**src/rtl/hack_uart_loader.sv**
```systemverilog
// UART program loader: 8N1 receiver feeding a big-endian word assembler
// that streams a counted image into the program RAM write port.
module hack_uart_loader #(
  parameter int CLKS_PER_BIT = 434,
  parameter int ADDR_WIDTH   = 15
) (
  input  logic                  clock,
  input  logic                  reset_n,
  input  logic                  rx,
  output logic [15:0]           ram_in,
  output logic                  ram_load,
  output logic [ADDR_WIDTH-1:0] ram_address,
  output logic                  busy,
  output logic                  done,
  output logic                  frame_err
);

  localparam int CW = $clog2(CLKS_PER_BIT);
  localparam logic [CW-1:0] BIT_LAST  = CW'(CLKS_PER_BIT - 1);
  localparam logic [CW-1:0] HALF_LAST = CW'(CLKS_PER_BIT / 2 - 1);

  typedef enum logic [1:0] {
    RX_IDLE, RX_START, RX_DATA, RX_STOP
  } rx_st_e;

  typedef enum logic [2:0] {
    LD_CNT_HI, LD_CNT_LO, LD_DAT_HI,
    LD_DAT_LO, LD_WRITE, LD_FIN
  } ld_st_e;

  logic rx_meta_q, rx_s_q;

  rx_st_e      rx_st_q, rx_st_d;
  logic [CW-1:0] cnt_q, cnt_d;
  logic [2:0]  bit_q, bit_d;
  logic [7:0]  shift_q, shift_d;
  logic        brk_q, brk_d;
  logic        fe_q, fe_d;
  logic        byte_valid, fe_pulse;

  ld_st_e      ld_st_q, ld_st_d;
  logic [7:0]  cnt_hi_q, cnt_hi_d;
  logic [7:0]  word_hi_q, word_hi_d;
  logic [15:0] rem_q, rem_d;
  logic [ADDR_WIDTH-1:0] addr_q, addr_d;
  logic [ADDR_WIDTH-1:0] ram_addr_q, ram_addr_d;
  logic [15:0] ram_in_q, ram_in_d;

  always_ff @(posedge clock or negedge reset_n) begin
    if (!reset_n) begin
      rx_meta_q  <= 1'b1;
      rx_s_q     <= 1'b1;
      rx_st_q    <= RX_IDLE;
      cnt_q      <= '0;
      bit_q      <= '0;
      shift_q    <= '0;
      brk_q      <= 1'b0;
      fe_q       <= 1'b0;
      ld_st_q    <= LD_CNT_HI;
      cnt_hi_q   <= '0;
      word_hi_q  <= '0;
      rem_q      <= '0;
      addr_q     <= '0;
      ram_addr_q <= '0;
      ram_in_q   <= '0;
    end else begin
      rx_meta_q  <= rx;
      rx_s_q     <= rx_meta_q;
      rx_st_q    <= rx_st_d;
      cnt_q      <= cnt_d;
      bit_q      <= bit_d;
      shift_q    <= shift_d;
      brk_q      <= brk_d;
      fe_q       <= fe_d;
      ld_st_q    <= ld_st_d;
      cnt_hi_q   <= cnt_hi_d;
      word_hi_q  <= word_hi_d;
      rem_q      <= rem_d;
      addr_q     <= addr_d;
      ram_addr_q <= ram_addr_d;
      ram_in_q   <= ram_in_d;
    end
  end

  always_comb begin
    rx_st_d    = rx_st_q;
    cnt_d      = cnt_q;
    bit_d      = bit_q;
    shift_d    = shift_q;
    brk_d      = brk_q;
    fe_d       = fe_q;
    byte_valid = 1'b0;
    fe_pulse   = 1'b0;
    unique case (rx_st_q)
      RX_IDLE: begin
        if (!rx_s_q) begin
          rx_st_d = RX_START;
          cnt_d   = '0;
        end
      end
      RX_START: begin
        if (cnt_q == HALF_LAST) begin
          cnt_d   = '0;
          bit_d   = '0;
          rx_st_d = rx_s_q ? RX_IDLE : RX_DATA;
        end else begin
          cnt_d = cnt_q + CW'(1);
        end
      end
      RX_DATA: begin
        if (cnt_q == BIT_LAST) begin
          cnt_d   = '0;
          shift_d = {rx_s_q, shift_q[7:1]};
          bit_d   = bit_q + 3'd1;
          if (bit_q == 3'd7) rx_st_d = RX_STOP;
        end else begin
          cnt_d = cnt_q + CW'(1);
        end
      end
      RX_STOP: begin
        // brk_q: bad stop bit seen, hold until the line idles high
        if (brk_q) begin
          if (rx_s_q) begin
            brk_d   = 1'b0;
            rx_st_d = RX_IDLE;
          end
        end else if (cnt_q == BIT_LAST) begin
          if (rx_s_q) begin
            byte_valid = 1'b1;
            rx_st_d    = RX_IDLE;
          end else begin
            fe_pulse = 1'b1;
            fe_d     = 1'b1;
            brk_d    = 1'b1;
          end
        end else begin
          cnt_d = cnt_q + CW'(1);
        end
      end
      default: rx_st_d = RX_IDLE;
    endcase
  end

  always_comb begin
    ld_st_d    = ld_st_q;
    cnt_hi_d   = cnt_hi_q;
    word_hi_d  = word_hi_q;
    rem_d      = rem_q;
    addr_d     = addr_q;
    ram_addr_d = ram_addr_q;
    ram_in_d   = ram_in_q;
    ram_load   = 1'b0;
    done       = 1'b0;
    busy       = 1'b0;
    unique case (ld_st_q)
      LD_CNT_HI: begin
        if (byte_valid) begin
          cnt_hi_d = shift_q;
          ld_st_d  = LD_CNT_LO;
        end
      end
      LD_CNT_LO: begin
        busy = 1'b1;
        if (byte_valid) begin
          if ({cnt_hi_q, shift_q} == 16'd0) begin
            ld_st_d = LD_FIN;
          end else begin
            rem_d   = {cnt_hi_q, shift_q};
            addr_d  = '0;
            ld_st_d = LD_DAT_HI;
          end
        end
      end
      LD_DAT_HI: begin
        busy = 1'b1;
        if (byte_valid) begin
          word_hi_d = shift_q;
          ld_st_d   = LD_DAT_LO;
        end
      end
      LD_DAT_LO: begin
        busy = 1'b1;
        if (byte_valid) begin
          ram_in_d   = {word_hi_q, shift_q};
          ram_addr_d = addr_q;
          ld_st_d    = LD_WRITE;
        end
      end
      LD_WRITE: begin
        busy     = 1'b1;
        ram_load = 1'b1;
        addr_d   = addr_q + ADDR_WIDTH'(1);
        rem_d    = rem_q - 16'd1;
        ld_st_d  = (rem_q == 16'd1) ? LD_FIN : LD_DAT_HI;
      end
      LD_FIN: begin
        done    = 1'b1;
        ld_st_d = LD_CNT_HI;
      end
      default: ld_st_d = LD_CNT_HI;
    endcase
    if (fe_pulse) ld_st_d = LD_CNT_HI;
  end

  assign ram_in      = ram_in_q;
  assign ram_address = ram_addr_q;
  assign frame_err   = fe_q;

endmodule

```
**config.mk**
```make
export PLATFORM = sky130hd
export DESIGN_NAME = hack_uart_loader
export DESIGN_NICKNAME = d
export VERILOG_FILES = /design/src/rtl/hack_uart_loader.sv
export SDC_FILE = /design/constraint.sdc
export NUM_CORES = 1
export LEC_CHECK = 0
export ABC_CLOCK_PERIOD_IN_PS = 2900
export CORE_ASPECT_RATIO = 1.1
export CORE_MARGIN = 2
export CORE_UTILIZATION = 51
export CTS_BUF_LIST = sky130_fd_sc_hd__clkbuf_8 sky130_fd_sc_hd__clkbuf_16
export DETAILED_ROUTE_END_ITERATION = 6
export PLACE_DENSITY = 0.7
export SKIP_LAST_GASP = 1
export SYNTH_ARGS = -nofsm -noshare
export SYNTH_HDL_FRONTEND = slang
export SYNTH_SLANG_ARGS = --single-unit
```
**constraint.sdc**
```tcl
create_clock -name clock -period 2.9 [get_ports clock]
set_input_delay 0.725 -clock clock [delete_from_list [all_inputs] [get_ports clock]]
set_output_delay 0.725 -clock clock [all_outputs]
set_load 0.02 [all_outputs]
```
# Word-level counts from Yosys, hierarchy flattened
# Cells that the tools add are included.
[totals] ff_bits=107 in_bits=3 elab_cells=106
[classes] add_sub_neg=4 n_eq_ne=25 muxes=44 bitwise_logic=2 reduce_logical=16
[op_table] op="two-way mux 9 bit" count=5
[op_table] op="case mux 9 bit (4 select lines)" count=1
[op_table] op="two-way mux 16 bit" count=2
[op_table] op="case mux 16 bit (2 select lines)" count=1
[op_table] op="two-way mux 15 bit" count=2
[op_table] op="case mux 15 bit (2 select lines)" count=1
[op_table] op="two-way mux 3 bit" count=9
[op_table] op="== test 16 x 1 -> 1 bit, second input constant" count=1
[op_table] op="logical NOT 16 bit" count=1
[op_table] op="two-way mux 2 bit" count=8
[op_table] op="inequality test 2 bit, second input constant" count=8
[op_table] op="subtractor 16 x 1 -> 16 bit, second input constant" count=1
[op_table] op="adder 15 x 1 -> 15 bit, second input constant" count=1
[op_table] op="inequality test 3 bit, second input constant" count=5
[op_table] op="case mux 3 bit (5 select lines)" count=1
[op_table] op="two-way mux 1 bit" count=12
[op_table] op="adder 9 x 1 -> 9 bit, second input constant" count=1
[op_table] op="== test 3 bit, second input constant" count=3
[op_table] op="== test 9 x 8 -> 1 bit, second input constant" count=1
[op_table] op="== test 9 bit, second input constant" count=1
[op_table] op="AND reduction 3 bit" count=3
[op_table] op="case mux 2 bit (4 select lines)" count=1
[op_table] op="AND reduction 2 bit" count=4
[op_table] op="AND reduction 4 bit" count=2
[op_table] op="12 further kinds" count=16

# Logic depth before layout (Yosys ltp)
[logic_depth] word_depth=7 ltp_mapped=8 mapped_depth_nobuf=7

# Worst setup path after synthesis
# OpenSTA, ideal clock, no wires.
[synth_path] kind="reg-to-output" startpoint="register ld_st_q[2]" endpoint="output port ram_load" arrival_ps=1340 setup_slack_ps=835 stages_incl_launch_ff=6 path_cell_list="dfrtp_1 buf_2 or3b_1 clkbuf_1 inv_2 buf_2"
[synth_between] elab_chain_len=2
[synth_lines] item="from (decl)" line="41" text="ld_st_e ld_st_q, ld_st_d;"
[synth_lines] item="from (signal assigned)" line="75" text="ld_st_q <= ld_st_d;"
[synth_lines] item="== test 3 bit" line="155" text="unique case (ld_st_q)"
[synth_lines] item="two-way mux 1 bit" line="155"
[synth_lines] item="to (decl)" line="11" text="output logic ram_load,"
# No other way between the ends.

# Worst setup path after layout
[layout_path] startpoint="register ld_st_q[0]" endpoint="output port ram_load"
# Same word-level chain as after synthesis.

==> impl_metrics.env <==
export IMPL_clock_latency_ns=0.38
export IMPL_critPathCaptureType="output pin"
export IMPL_cp_max_fo=10
export IMPL_maxCapViolCount=0
export IMPL_async_flop_share=1.00
export IMPL_drv_slew=0
export IMPL_place_congestion=0.879
export IMPL_syn_cell_area_mm2=0.00525
export IMPL_num_nets_final=522
export IMPL_yosysSeqAreaShare=0.511
export IMPL_synth_nets=483
export IMPL_ir_drop_uv=193
export IMPL_grt_pass1_wl_um=18300
export IMPL_core_area_mm2=0.00994
export IMPL_fin_area_mm2=0.00595
export IMPL_wire_per_inst_um=17.1
export IMPL_cts_setup_buffers=0
export IMPL_cts_sinks=107
export IMPL_p_leak_nw=2.77
export IMPL_critical_path_arrival_ns=1.99
export IMPL_grt_max_degree=68
export IMPL_cts_tree="yes"
export IMPL_synth_area_leaders="dfrtp_1, mux2_4, mux2_2"
export IMPL_clock_fmax_mhz=368
export IMPL_dpl_cell_count=620
export IMPL_dp_hpwl_um=7380
export IMPL_viasPerCell=6.00
export IMPL_worstHoldPathType="primary input to async pin"
export IMPL_core_rowCount=38
export IMPL_vias=3819
export IMPL_synthFlopType="dfrtp_1"
export IMPL_numCtsBuffers=9
export IMPL_dieWidth_um=101
export IMPL_port_buffers=37
export IMPL_wl_um=10900
export IMPL_initial_core_util=0.528
export IMPL_fin_crit_ns=2.72
export IMPL_antennaDiodeCount=0
export IMPL_synth_edf_count=0
export IMPL_synth_seq_cells=107
export IMPL_clockBufferDepth=2
export IMPL_ys_types=60
export IMPL_worst_pin_slew_ns=0.929
export IMPL_hold_buffers=0
export IMPL_root_buffer="clkbuf_8"
export IMPL_cts_resized=0
export IMPL_grt_pass1_vias=3769
export IMPL_grt_setup_unrepaired="false"
export IMPL_ys_warn_count=0
export IMPL_dieArea_mm2=0.0111
export IMPL_hold_viol=0
export IMPL_io_pins=38
export IMPL_clk_pin_slew_worst_paths_ns=0.11
export IMPL_final_cells=636
export IMPL_drcViolationCount=0
export IMPL_status="complete, no violations"
export IMPL_setup_viol=0
export IMPL_yosysTopAreaCell="dfrtp_1"
export IMPL_area_growth_pct=13.4
export IMPL_die_h_um=110
export IMPL_ant_nets=0
export IMPL_drtIter0Drc=230
export IMPL_syn_inst=472
export IMPL_grt_usage=0.210
export IMPL_clock_skew_ns=0.00981
export IMPL_final_common_cell="dfrtp_1"
export IMPL_syn_area_per_cell_um2=11.1
export IMPL_drive_above_1_share=0.188
export IMPL_htree_num_levels=3
export IMPL_fin_crit_sh=0.937
export IMPL_grt_overflow=0
export IMPL_critPathLaunchType="flop"
export IMPL_fillers=818
export IMPL_timing_slew_headroom=0.375
export IMPL_dpl_cell_area_mm2=0.00575
export IMPL_required_ns=2.17
export IMPL_yosysTopAreaCellShare=0.501
export IMPL_grt_antenna_before_repair=0
export IMPL_path_class="flop to output pin"
export IMPL_dr_pass1_iters=7
export IMPL_fin_tns_setup_ns=0
export IMPL_layout_common_cells="dfrtp_1, o21ai_0, clkdlybuf4s50_1, nor2_1"
export IMPL_p_per_area_mw_per_mm2=417
-- metrics by stage --
step                      total power, mW   util  hold WS (ns)  setup slack (ns)
after floorplan                      1.52      -         0.345             0.835
after global placement               1.56  0.579         0.345             0.625
after detailed placement             1.56  0.579         0.354             0.512
after CTS                            2.49  0.599         0.204             0.171
after global routing                 2.56  0.599         0.212             0.114
final                                2.48  0.599         0.201             0.182
-- cells in the mapped netlist, drive strengths merged (4+ instances only) --
cell	n
a21oi	25
nor4	16
dfrtp	105
mux2	55
and3	4
nor2b	5
o21ai	48
a22oi	6
buf	12
nor3	10
a31oi	6
nand4	7
inv	16
nand2	30
nand3	19
o31ai	6
nor2	35
ha	8
clkbuf	6
-- final timing paths --
path / cells after the start / slack (ns) / start / endpoint
max in group asynchronous: 2 / 2.05 / reset_n / rx_s_q
min reg2reg: 0 / 0.37 / rx_meta_q / rx_s_q
min: 1 / 0.20 / reset_n / ram_address[6]
min in group clock: 0 / 0.37 / rx_meta_q / rx_s_q
max: 3 / 0.18 / ld_st_q[0] / ram_load
max reg2reg: 7 / 0.52 / cnt_q[1] / word_hi_q[6]
-- report_power, final --
| part | internal (mW) | total (mW) | switching [mW] | leakage [nW] |
|---|---|---|---|---|
| Clock | 0.407 | 0.948 | 0.541 | 0.107 |
| Sequential | 1.49 | 1.50 | 0.00170 | 1.47 |
| Combinational | 0.00591 | 0.0359 | 0.0300 | 1.19 |
| Total | 1.91 | 2.48 | 0.572 | 2.77 |
-- registers in the layout, indices dropped and copies added (netlist names), named ones only --
register     count
shift_q          8
brk_q            1
rem_q           16
rx_st_q          1
rx_meta_q        1
word_hi_q        8
ram_in          16
rx_s_q           1
cnt_q            9
ram_address     15
ld_st_q          3
bit_q            3
frame_err        1
addr_q          15
cnt_hi_q         8
-- cell type report --
class	count	area, um2	area share
Inverter	17	63.8	0.0107
Timing Repair Buffer	46	448	0.0753
Multi-Input combinational cell	330	2410	0.405
Clock inverter	7	76.3	0.0128
Sequential cell	107	2680	0.450
Tap cell	120	150	0.0252
Clock buffer	9	124	0.0208
-- cells by family after synthesis --
logic type	share of synthesized area
compound gates	0.133
simple gates	0.156
flops	0.511
xor+xnor	0.00501
buf+inv	0.0315
mux	0.145
fa+ha+maj	0.0191
-- critical path, stage by stage, from the launching register on --
cell             delay, ns
dfrtp_1               0.50
or3b_1                0.42
inv_2                 0.09
clkdlybuf4s50_1       0.61
-- metal layers --
metal | track usage | part of all wire
met5 | 0 | 0
met4 | 0.102 | 0.027
met3 | 0.0315 | 0.034
met2 | 0.353 | 0.49
met1 | 0.265 | 0.45
Note: power is estimated with default switching activity, not from simulation.
